<file path="config.mk">
export PLATFORM = sky130hd
export DESIGN_NAME = alu_sequencer
export DESIGN_NICKNAME = d
export VERILOG_FILES = /design/src/rtl/alu_pkg.sv /design/src/rtl/alu_cmd_fifo.sv /design/src/rtl/alu_sequencer.sv
export SDC_FILE = /design/constraint.sdc
export NUM_CORES = 1
export LEC_CHECK = 0
export CORE_MARGIN = 2
export CORE_UTILIZATION = 40
export DETAILED_ROUTE_END_ITERATION = 10
export GPL_TIMING_DRIVEN = 1
export PLACE_DENSITY_LB_ADDON = 0.3
export SLEW_MARGIN = 20
export SYNTH_ARGS = -nofsm -noshare
export SYNTH_HDL_FRONTEND = slang
export SYNTH_HIERARCHICAL = 1
export SYNTH_SLANG_ARGS = --single-unit
export TNS_END_PERCENT = 10
</file>
<file path="constraint.sdc">
create_clock -name clk -period 2.49 [get_ports clk]
set_input_delay 0.3735 -clock clk [delete_from_list [all_inputs] [get_ports clk]]
set_output_delay 0.3735 -clock clk [all_outputs]
set_load 0.02 [all_outputs]
</file>
<file path="src/rtl/alu_pkg.sv">
// Shared opcodes, command record and sequencer state encoding for the ALU sequencer.
package alu_pkg;

    localparam logic [3:0] ALU_ADD = 4'b0000;
    localparam logic [3:0] ALU_SUB = 4'b0001;
    localparam logic [3:0] ALU_AND = 4'b0010;
    localparam logic [3:0] ALU_OR  = 4'b0011;
    localparam logic [3:0] ALU_XOR = 4'b0100;
    localparam logic [3:0] ALU_NOT = 4'b0101;
    localparam logic [3:0] ALU_SHL = 4'b0110;
    localparam logic [3:0] ALU_SHR = 4'b0111;
    localparam logic [3:0] ALU_MUL = 4'b1000;
    localparam logic [3:0] ALU_DIV = 4'b1001;
    localparam logic [3:0] ALU_MOD = 4'b1010;
    localparam logic [3:0] ALU_LT  = 4'b1011;
    localparam logic [3:0] ALU_EQ  = 4'b1100;

    typedef struct packed {
        logic [3:0] sel;
        logic [3:0] a;
        logic [3:0] b;
    } alu_cmd_t;

    typedef enum logic [1:0] {
        ST_IDLE  = 2'b00,
        ST_DRIVE = 2'b01,
        ST_RESP  = 2'b10
    } seq_state_t;

    // Division by zero and opcodes beyond the defined set are reported as errors.
    function automatic logic cmd_is_err(input logic [3:0] sel, input logic [3:0] b);
        return (((sel == ALU_DIV) || (sel == ALU_MOD)) && (b == 4'b0000)) || (sel > ALU_EQ);
    endfunction

endpackage

</file>
<file path="src/rtl/alu_cmd_fifo.sv">
// Synchronous command FIFO with registered full/empty flags and occupancy counter.
module alu_cmd_fifo #(
    parameter int DEPTH = 4,
    parameter int WIDTH = 12
) (
    input  logic             clk,
    input  logic             rst_n,
    input  logic             push,
    input  logic             pop,
    input  logic [WIDTH-1:0] wdata,
    output logic [WIDTH-1:0] rdata,
    output logic             full,
    output logic             empty
);

    localparam int AW = $clog2(DEPTH);
    localparam int CW = $clog2(DEPTH) + 1;
    localparam logic [CW-1:0] CNT_FULL = CW'(DEPTH);
    localparam logic [CW-1:0] CNT_ONE  = CW'(1);
    localparam logic [AW-1:0] PTR_ONE  = AW'(1);

    logic [WIDTH-1:0] mem_r [DEPTH];
    logic [AW-1:0]    wr_ptr_r;
    logic [AW-1:0]    rd_ptr_r;
    logic [CW-1:0]    count_r;
    logic [CW-1:0]    count_next_s;
    logic             full_r;
    logic             empty_r;
    logic             push_ok_s;
    logic             pop_ok_s;

    // Qualify requests against the registered flags and derive the next occupancy.
    always_comb begin
        push_ok_s    = push && !full_r;
        pop_ok_s     = pop && !empty_r;
        count_next_s = count_r;
        if (push_ok_s && !pop_ok_s) begin
            count_next_s = count_r + CNT_ONE;
        end else if (pop_ok_s && !push_ok_s) begin
            count_next_s = count_r - CNT_ONE;
        end else begin
            count_next_s = count_r;
        end
    end

    // Pointers and flags; full reads high during reset so upstream is held off.
    always_ff @(posedge clk or negedge rst_n) begin
        if (!rst_n) begin
            wr_ptr_r <= {AW{1'b0}};
            rd_ptr_r <= {AW{1'b0}};
            count_r  <= {CW{1'b0}};
            full_r   <= 1'b1;
            empty_r  <= 1'b1;
        end else begin
            if (push_ok_s) begin
                wr_ptr_r <= wr_ptr_r + PTR_ONE;
            end
            if (pop_ok_s) begin
                rd_ptr_r <= rd_ptr_r + PTR_ONE;
            end
            count_r <= count_next_s;
            full_r  <= (count_next_s == CNT_FULL);
            empty_r <= (count_next_s == {CW{1'b0}});
        end
    end

    // Storage array; contents are only meaningful between valid pointers.
    always_ff @(posedge clk) begin
        if (push_ok_s) begin
            mem_r[wr_ptr_r] <= wdata;
        end
    end

    assign rdata = mem_r[rd_ptr_r];
    assign full  = full_r;
    assign empty = empty_r;

endmodule

</file>
<file path="src/rtl/alu_sequencer.sv">
// Queues ALU commands, drives an external combinational ALU and captures results.
// Optional build macro: ALU_SEQ_ERR_CHECK_EN enables illegal-operation error reporting.
module alu_sequencer
    import alu_pkg::*;
#(
    parameter int FIFO_DEPTH = 4,
    parameter int SETTLE_CYC = 1
) (
    input  logic       clk,
    input  logic       rst_n,
    input  logic       cmd_valid,
    output logic       cmd_ready,
    input  logic [3:0] cmd_sel,
    input  logic [3:0] cmd_a,
    input  logic [3:0] cmd_b,
    output logic [3:0] alu_sel,
    output logic [3:0] alu_a,
    output logic [3:0] alu_b,
    input  logic [7:0] alu_out,
    input  logic       alu_carry,
    output logic       rsp_valid,
    input  logic       rsp_ready,
    output logic [7:0] rsp_data,
    output logic       rsp_carry,
    output logic       rsp_err
);

    localparam logic [3:0] SETTLE_M1 = 4'(SETTLE_CYC - 1);

    seq_state_t state_r;
    seq_state_t state_next_s;
    logic [3:0] cnt_r;
    logic [3:0] cnt_next_s;
    alu_cmd_t   push_cmd_s;
    alu_cmd_t   head_s;
    logic       full_s;
    logic       empty_s;
    logic       push_s;
    logic       pop_s;
    logic       capture_s;
    logic       clear_s;
    logic [3:0] alu_sel_r;
    logic [3:0] alu_a_r;
    logic [3:0] alu_b_r;
    logic       rsp_valid_r;
    logic [7:0] rsp_data_r;
    logic       rsp_carry_r;
    logic       rsp_err_r;
    logic [7:0] data_s;
    logic       carry_s;
    logic       err_s;

    assign push_cmd_s = '{sel: cmd_sel, a: cmd_a, b: cmd_b};
    assign push_s     = cmd_valid && !full_s;

    alu_cmd_fifo #(
        .DEPTH (FIFO_DEPTH),
        .WIDTH ($bits(alu_cmd_t))
    ) u_fifo (
        .clk   (clk),
        .rst_n (rst_n),
        .push  (push_s),
        .pop   (pop_s),
        .wdata (push_cmd_s),
        .rdata (head_s),
        .full  (full_s),
        .empty (empty_s)
    );

    // Sequencing: pop into DRIVE, wait out the settle time, then hold the result in RESP.
    always_comb begin
        state_next_s = state_r;
        cnt_next_s   = cnt_r;
        pop_s        = 1'b0;
        capture_s    = 1'b0;
        clear_s      = 1'b0;
        case (state_r)
            ST_IDLE: begin
                if (!empty_s) begin
                    pop_s        = 1'b1;
                    cnt_next_s   = SETTLE_M1;
                    state_next_s = ST_DRIVE;
                end else begin
                    state_next_s = ST_IDLE;
                end
            end
            ST_DRIVE: begin
                if (cnt_r != 4'd0) begin
                    cnt_next_s = cnt_r - 4'd1;
                end else begin
                    capture_s    = 1'b1;
                    state_next_s = ST_RESP;
                end
            end
            ST_RESP: begin
                if (rsp_ready) begin
                    clear_s = 1'b1;
                    if (!empty_s) begin
                        pop_s        = 1'b1;
                        cnt_next_s   = SETTLE_M1;
                        state_next_s = ST_DRIVE;
                    end else begin
                        state_next_s = ST_IDLE;
                    end
                end else begin
                    state_next_s = ST_RESP;
                end
            end
            default: begin
                cnt_next_s   = 4'd0;
                state_next_s = ST_IDLE;
            end
        endcase
    end

    // Result as presented to the consumer, with illegal operations squashed when checking is built in.
    always_comb begin
`ifdef ALU_SEQ_ERR_CHECK_EN
        err_s = cmd_is_err(alu_sel_r, alu_b_r);
        if (err_s) begin
            data_s  = 8'h00;
            carry_s = 1'b0;
        end else begin
            data_s  = alu_out;
            carry_s = alu_carry;
        end
`else
        err_s   = 1'b0;
        data_s  = alu_out;
        carry_s = alu_carry;
`endif
    end

    // State and settle counter.
    always_ff @(posedge clk or negedge rst_n) begin
        if (!rst_n) begin
            state_r <= ST_IDLE;
            cnt_r   <= 4'd0;
        end else begin
            state_r <= state_next_s;
            cnt_r   <= cnt_next_s;
        end
    end

    // ALU operand registers, loaded only when a command leaves the queue.
    always_ff @(posedge clk or negedge rst_n) begin
        if (!rst_n) begin
            alu_sel_r <= 4'd0;
            alu_a_r   <= 4'd0;
            alu_b_r   <= 4'd0;
        end else if (pop_s) begin
            alu_sel_r <= head_s.sel;
            alu_a_r   <= head_s.a;
            alu_b_r   <= head_s.b;
        end
    end

    // Response holding registers.
    always_ff @(posedge clk or negedge rst_n) begin
        if (!rst_n) begin
            rsp_valid_r <= 1'b0;
            rsp_data_r  <= 8'h00;
            rsp_carry_r <= 1'b0;
            rsp_err_r   <= 1'b0;
        end else if (capture_s) begin
            rsp_valid_r <= 1'b1;
            rsp_data_r  <= data_s;
            rsp_carry_r <= carry_s;
            rsp_err_r   <= err_s;
        end else if (clear_s) begin
            rsp_valid_r <= 1'b0;
        end
    end

    assign cmd_ready = !full_s;
    assign alu_sel   = alu_sel_r;
    assign alu_a     = alu_a_r;
    assign alu_b     = alu_b_r;
    assign rsp_valid = rsp_valid_r;
    assign rsp_data  = rsp_data_r;
    assign rsp_carry = rsp_carry_r;
    assign rsp_err   = rsp_err_r;

endmodule

</file>
# Word-level counts from Yosys, hierarchy flattened
# Memory sizes are Yosys's and may differ from the RTL's. A register that Yosys moved wholly into a read port is not among the register bits.
# Index checks and enable logic that the tools add are counted.
# word_totals
inputBits	25
wordCells	58
out_inout_bits	24
memories	1
ram_bits	48
register_bits	25
# op_classes
eq_ne	6
reduce_logical	15
n_addsub	5
muxes	21
# mem_list
memory	words	word_bits	rd	rd_ports_with_merged_regs	write_ports	line	text
u_fifo.mem_r	4	12	1	1	1	alu_cmd_fifo.sv:22	logic [WIDTH-1:0] mem_r [DEPTH];
# ops
operator	n
$mux W4	3
$pmux W4 S3	1
$mux W1	11
$mux W3	2
$ne A2 B2 Y1 const B	3
$pmux W2 S3	1
$logic_and A1 B1 Y1	5
$logic_not A1 Y1	5
$add A2 B1 Y2 const B	2
$mux W2	2
$reduce_bool A4 Y1	1
$sub A4 B1 Y4 const B	1
$add A3 B1 Y3 const B	1
$eq A3 B3 Y1 const B	1
$logic_not A3 Y1	1
$sub A3 B1 Y3 const B	1
$eq A2 B1 Y1 const B	1
$eq A2 B2 Y1 const B	1
$logic_not A2 Y1	1
$pmux W1 S2	1
$reduce_and A2 Y1	1
$reduce_bool A2 Y1	1

# Longest topological paths before layout
# logic_depth
ltp_word	8
ltp_mapped	7
mapped_depth_nobuf	6

# Modules after synthesis
# Netlist, hierarchy kept.
# modules_own_cells
mod	n_inst	seq_area_each_um2	cells_per_inst	area_each_um2
alu_cmd_fifo	1	1669.1	118	2304.7
alu_sequencer	1	700.7	89	1204.9

# Worst setup path after synthesis
# Ideal clock, no wire load.
# synth_timing
path_kind	input port to flip-flop
from	in rsp_ready
to	reg u_fifo.empty_r, in the netlist u_fifo/empty
setup_ns	0.061
setup_slack_ns	0.585
path_stages	7
t_arrival_ns	1.844
required_ns	2.429
n_path_buf	1
path_cell_list	and2b_1 -> nor3_2 -> buf_4 -> or2b_2 -> nor3_1 -> a221oi_2 -> o21ba_1
# synth_via
elab_chain_len	7
word_cells_on_any_way	9
classes_between	mux (4); reduce/logical (5)
# synth_lines
element	line	text
start, declared	alu_sequencer.sv:22	input logic rsp_ready,
$mux W1 *	alu_sequencer.sv:96	if (rsp_ready) begin
$pmux W1 S2 *	alu_sequencer.sv:77	case (state_r)
via pop_s	alu_sequencer.sv:39	logic pop_s;
$logic_and A1 B1 Y1 *	alu_cmd_fifo.sv:35	pop_ok_s = pop && !empty_r;
$logic_and A1 B1 Y1 or $logic_not A1 Y1 (tied branches)	alu_cmd_fifo.sv:39, alu_cmd_fifo.sv:37	
$mux W3 or $logic_and A1 B1 Y1 (tied branches)	alu_cmd_fifo.sv:39, alu_cmd_fifo.sv:37	
$mux W3 *	alu_cmd_fifo.sv:37	if (push_ok_s && !pop_ok_s) begin
$logic_not A3 Y1 *	alu_cmd_fifo.sv:63	empty_r <= (count_next_s == {CW{1'b0}});
end signal, assigned	alu_cmd_fifo.sv:63	
end, declared	alu_cmd_fifo.sv:28	logic empty_r;
# Mark *: on every way through the listed nets, which the timed path passes. The rest lies on a longest branch.
# A chain may end at the register's enable or synchronous reset.

# Final worst setup path
# layout_timing
from	reg cnt_r[1]
to	reg rsp_data_r[3], in the netlist rsp_data[3]
# layout_via
elab_chain_len	3
# layout_lines
element	line	text
start, declared	alu_sequencer.sv:32	logic [3:0] cnt_r;
start signal, assigned	alu_sequencer.sv:141	cnt_r <= cnt_next_s;
$reduce_bool A4 Y1	alu_sequencer.sv:88	if (cnt_r != 4'd0) begin
$mux W1	alu_sequencer.sv:88	
$mux W1	alu_sequencer.sv:77	
end signal, assigned	alu_sequencer.sv:167	rsp_data_r <= data_s;
end, declared	alu_sequencer.sv:46	logic [7:0] rsp_data_r;
# Every way passes these cells.

==> impl_metrics.toml <==
[pwr]
combinationalPowerShare = 0.388
vdd.ir_drop.worst_mv = 0.582
power_density_mw_per_mm2 = 1190
p_sw_mw = 1.67
finalPower_mw = 5.11
clkPwrFrac = 0.186
seqPwrFrac = 0.426
leakage_nw = 1.63
p_int_mw = 3.44
p_sw_frac = 0.327

[yosys]
yosys.area_share.simple = 0.0670
synthTopCellsByCount = "edfxtp_1 (48), dfrtp_1 (35), mux2_1 (17)"
synth.most_common_cell = "edfxtp_1"
synth_edf_count = 48
synth_compound_area_frac = 0.0381
yosys.cell_types.count = 42
seq_area_frac_synth = 0.675
ys.flop_type = "edfxtp_1"
syn-num-nets = 240
avgSynthCellArea_sq_um = 17.0
ys_seq_elements = 85
synth_top_family_by_area = "multiplexers"
muxShareOfSynthArea = 0.144
synth.top_cell.area_share = 0.411
synth_top_area_cell = "edfxtp_1"
synth-async-reset-ratio = 0.435
synth_area_sq_mm = 0.00351
synth_xor_area_frac = 0.0171
synthTopCellsByArea = "edfxtp_1 (41%), dfrtp_1 (25%), mux4_2 (7.7%)"
synthAdderAreaFrac = 0.0285
netlist_instances = 207
yosys_warnings = 6

[setup_path]
critPathKind = "reg2reg"
path_max_fanout = 11
cp.required_ns = 2.71
critical_path_arrival_ns = 2.15
endpoint_kind = "flop"
cp-start-kind = "flop"

[layout]
drive_gt1_frac = 0.181
diodes = 0
area_growth_pct = 22.7
final_nets = 298
utilization = 0.501
fill_cells = 748

[clocking]
clock-sinks = 85
cts_buffer_depth = 2
clk-insertion-delay-late_ns = 0.35
cts_tree = "yes"
root_buffer = "clkbuf_8"
post_cts_resize_count = 0
cts_made_buffers = 9
clk_pin_slew_ns = 0.08
postCtsHoldBufs = 0
cts.htree.levels = 3
post-cts-setup-buffers = 0

[global_route]
grt.total_usage = 0.133
grt_max_degree = 38
overflow = 0
grt_pass1_wl_um = 9690
grt_pass1_vias = 1902
antenna_found_initial = 0

[run]
max-cap-violations = 0

[place]
dp_hpwl_um = 3930
io_buffers = 47
pre_cts_slack_ns = 0.278
place_congestion = 0.826

[floorplan]
num_rows = 34
coreArea_sq_mm = 0.00859
start_util = 0.408
dieWidth_um = 97.7
die_area_sq_mm = 0.00954
die-height_um = 97.7
io_pins = 49

[min_path]
min_path_type = "in2async"

[timing]
relSlewSlack = 0.440
setup_ws_ns = 0.565
fin_tns_setup_ns = 0
fin_crit_sh = 0.773
hold_viol_final = 0
min_period_ns = 1.93
clock.fmax_mhz = 519
skew_ns = 0.00987
setup_viol = 0
finalMaxSlewViolations = 0
rsz0062_at_grt = "no"
worst_pin_slew_ns = 0.840

[routing]
final_antenna_net_count = 0
via_per_inst = 4.92
postRouteWirelength_um = 5810
vias = 1861
drt_iter0_drc = 49
drt_first_pass_iters = 4
wire_per_inst_um = 15.4
drc_errors = 0

[outcome]
run_status = "complete, no violations"
==> metal layers <==
metal / track usage / part of all wire
met1: 0.169 / 0.44
met5: 0 / 0
met2: 0.213 / 0.49
met3: 0.0374 / 0.053
met4: 0.0609 / 0.012
==> area by class of cell <==
type | instances | area, sq um | area share
sequential | 85 | 2370 | 0.550
multi-input combinational | 104 | 1040 | 0.241
timing repair buffer | 55 | 526 | 0.122
tap | 108 | 135 | 0.0314
clock buffer | 9 | 124 | 0.0288
clock inverter | 7 | 75.1 | 0.0174
inverter | 10 | 37.5 | 0.00872
==> cells by family (layout without fill, tap and decap cells) <==
| logic type | after synthesis | after routing |
|---|---|---|
| mux | 33 | 33 |
| xor+xnor | 6 | 6 |
| buf+inv | 18 | 81 |
| fa+ha+maj | 8 | 8 |
| compound gates | 18 | 18 |
| other cells | 1 | 1 |
| simple gates | 38 | 38 |
| flops | 85 | 85 |
==> through the flow <==
stage	cells	cell area (sq um)	hold slack, ns
finish	378	4310	0.122
global route	378	4310	0.191
CTS	378	4310	0.150
detailed placement	362	4110	0.482
global placement	362	4110	0.476
floorplan	207	3510	0.0779
==> power by group through the flow <==
stage	clock [mW]	sequential [mW]	combinational, mW
after global placement	0	2.20	1.98
after global routing	1.04	2.23	2.16
after detailed placement	0	2.20	2.01
after CTS	0.990	2.18	2.02
after floorplan	0	2.35	1.15
final	0.951	2.17	1.98
==> worst max-delay path, stage by stage, from the launching register on <==
cell and delay (ns):
dfrtp_1 0.39, inv_1 0.09, ha_1 0.19, nor3b_1 0.32, nand2_1 0.38, mux2_1 0.43
==> cells in the final DEF (no fill, tap or decap), types with 3 or more instances in the layout <==
cell type and instances:
and2_1 4, inv_1 10, mux2_1 17, nor2_1 6, clkbuf_8 9, buf_4 8, mux4_2 12, nor3_1 3
nor2b_1 3, edfxtp_1 48, clkdlybuf4s50_1 46, dfrtp_1 35, o211ai_1 3, o21ai_0 4, nand3b_1 3, nand2_1 5
ha_1 8, nand3_1 3, xnor2_1 5, mux2_2 4
==> sequential cells by signal, indices dropped and copies added (netlist names) <==
signal	count
state_r	2
u_fifo/empty	1
u_fifo/mem_r	48
rsp_data	8
rsp_carry	1
u_fifo/count_r	3
cnt_r	4
u_fifo/full	1
alu_b	4
alu_sel	4
u_fifo/rd_ptr_r	2
alu_a	4
u_fifo/wr_ptr_r	2
rsp_valid	1
==> final timing paths <==
check                             from     endpoint  slack, ns  depth (start not counted)
max in group asynchronous        rst_n  rsp_data[3]       1.84                          1
min reg2reg                rsp_data[6]  rsp_data[6]       0.49                          1
max                           cnt_r[1]  rsp_data[3]       0.56                          5
max reg2reg                   cnt_r[1]  rsp_data[3]       0.56                          5
min                              rst_n  rsp_data[0]       0.12                          1
min in group clk           rsp_data[6]  rsp_data[6]       0.49                          1
(Power assumes the default switching activity.)
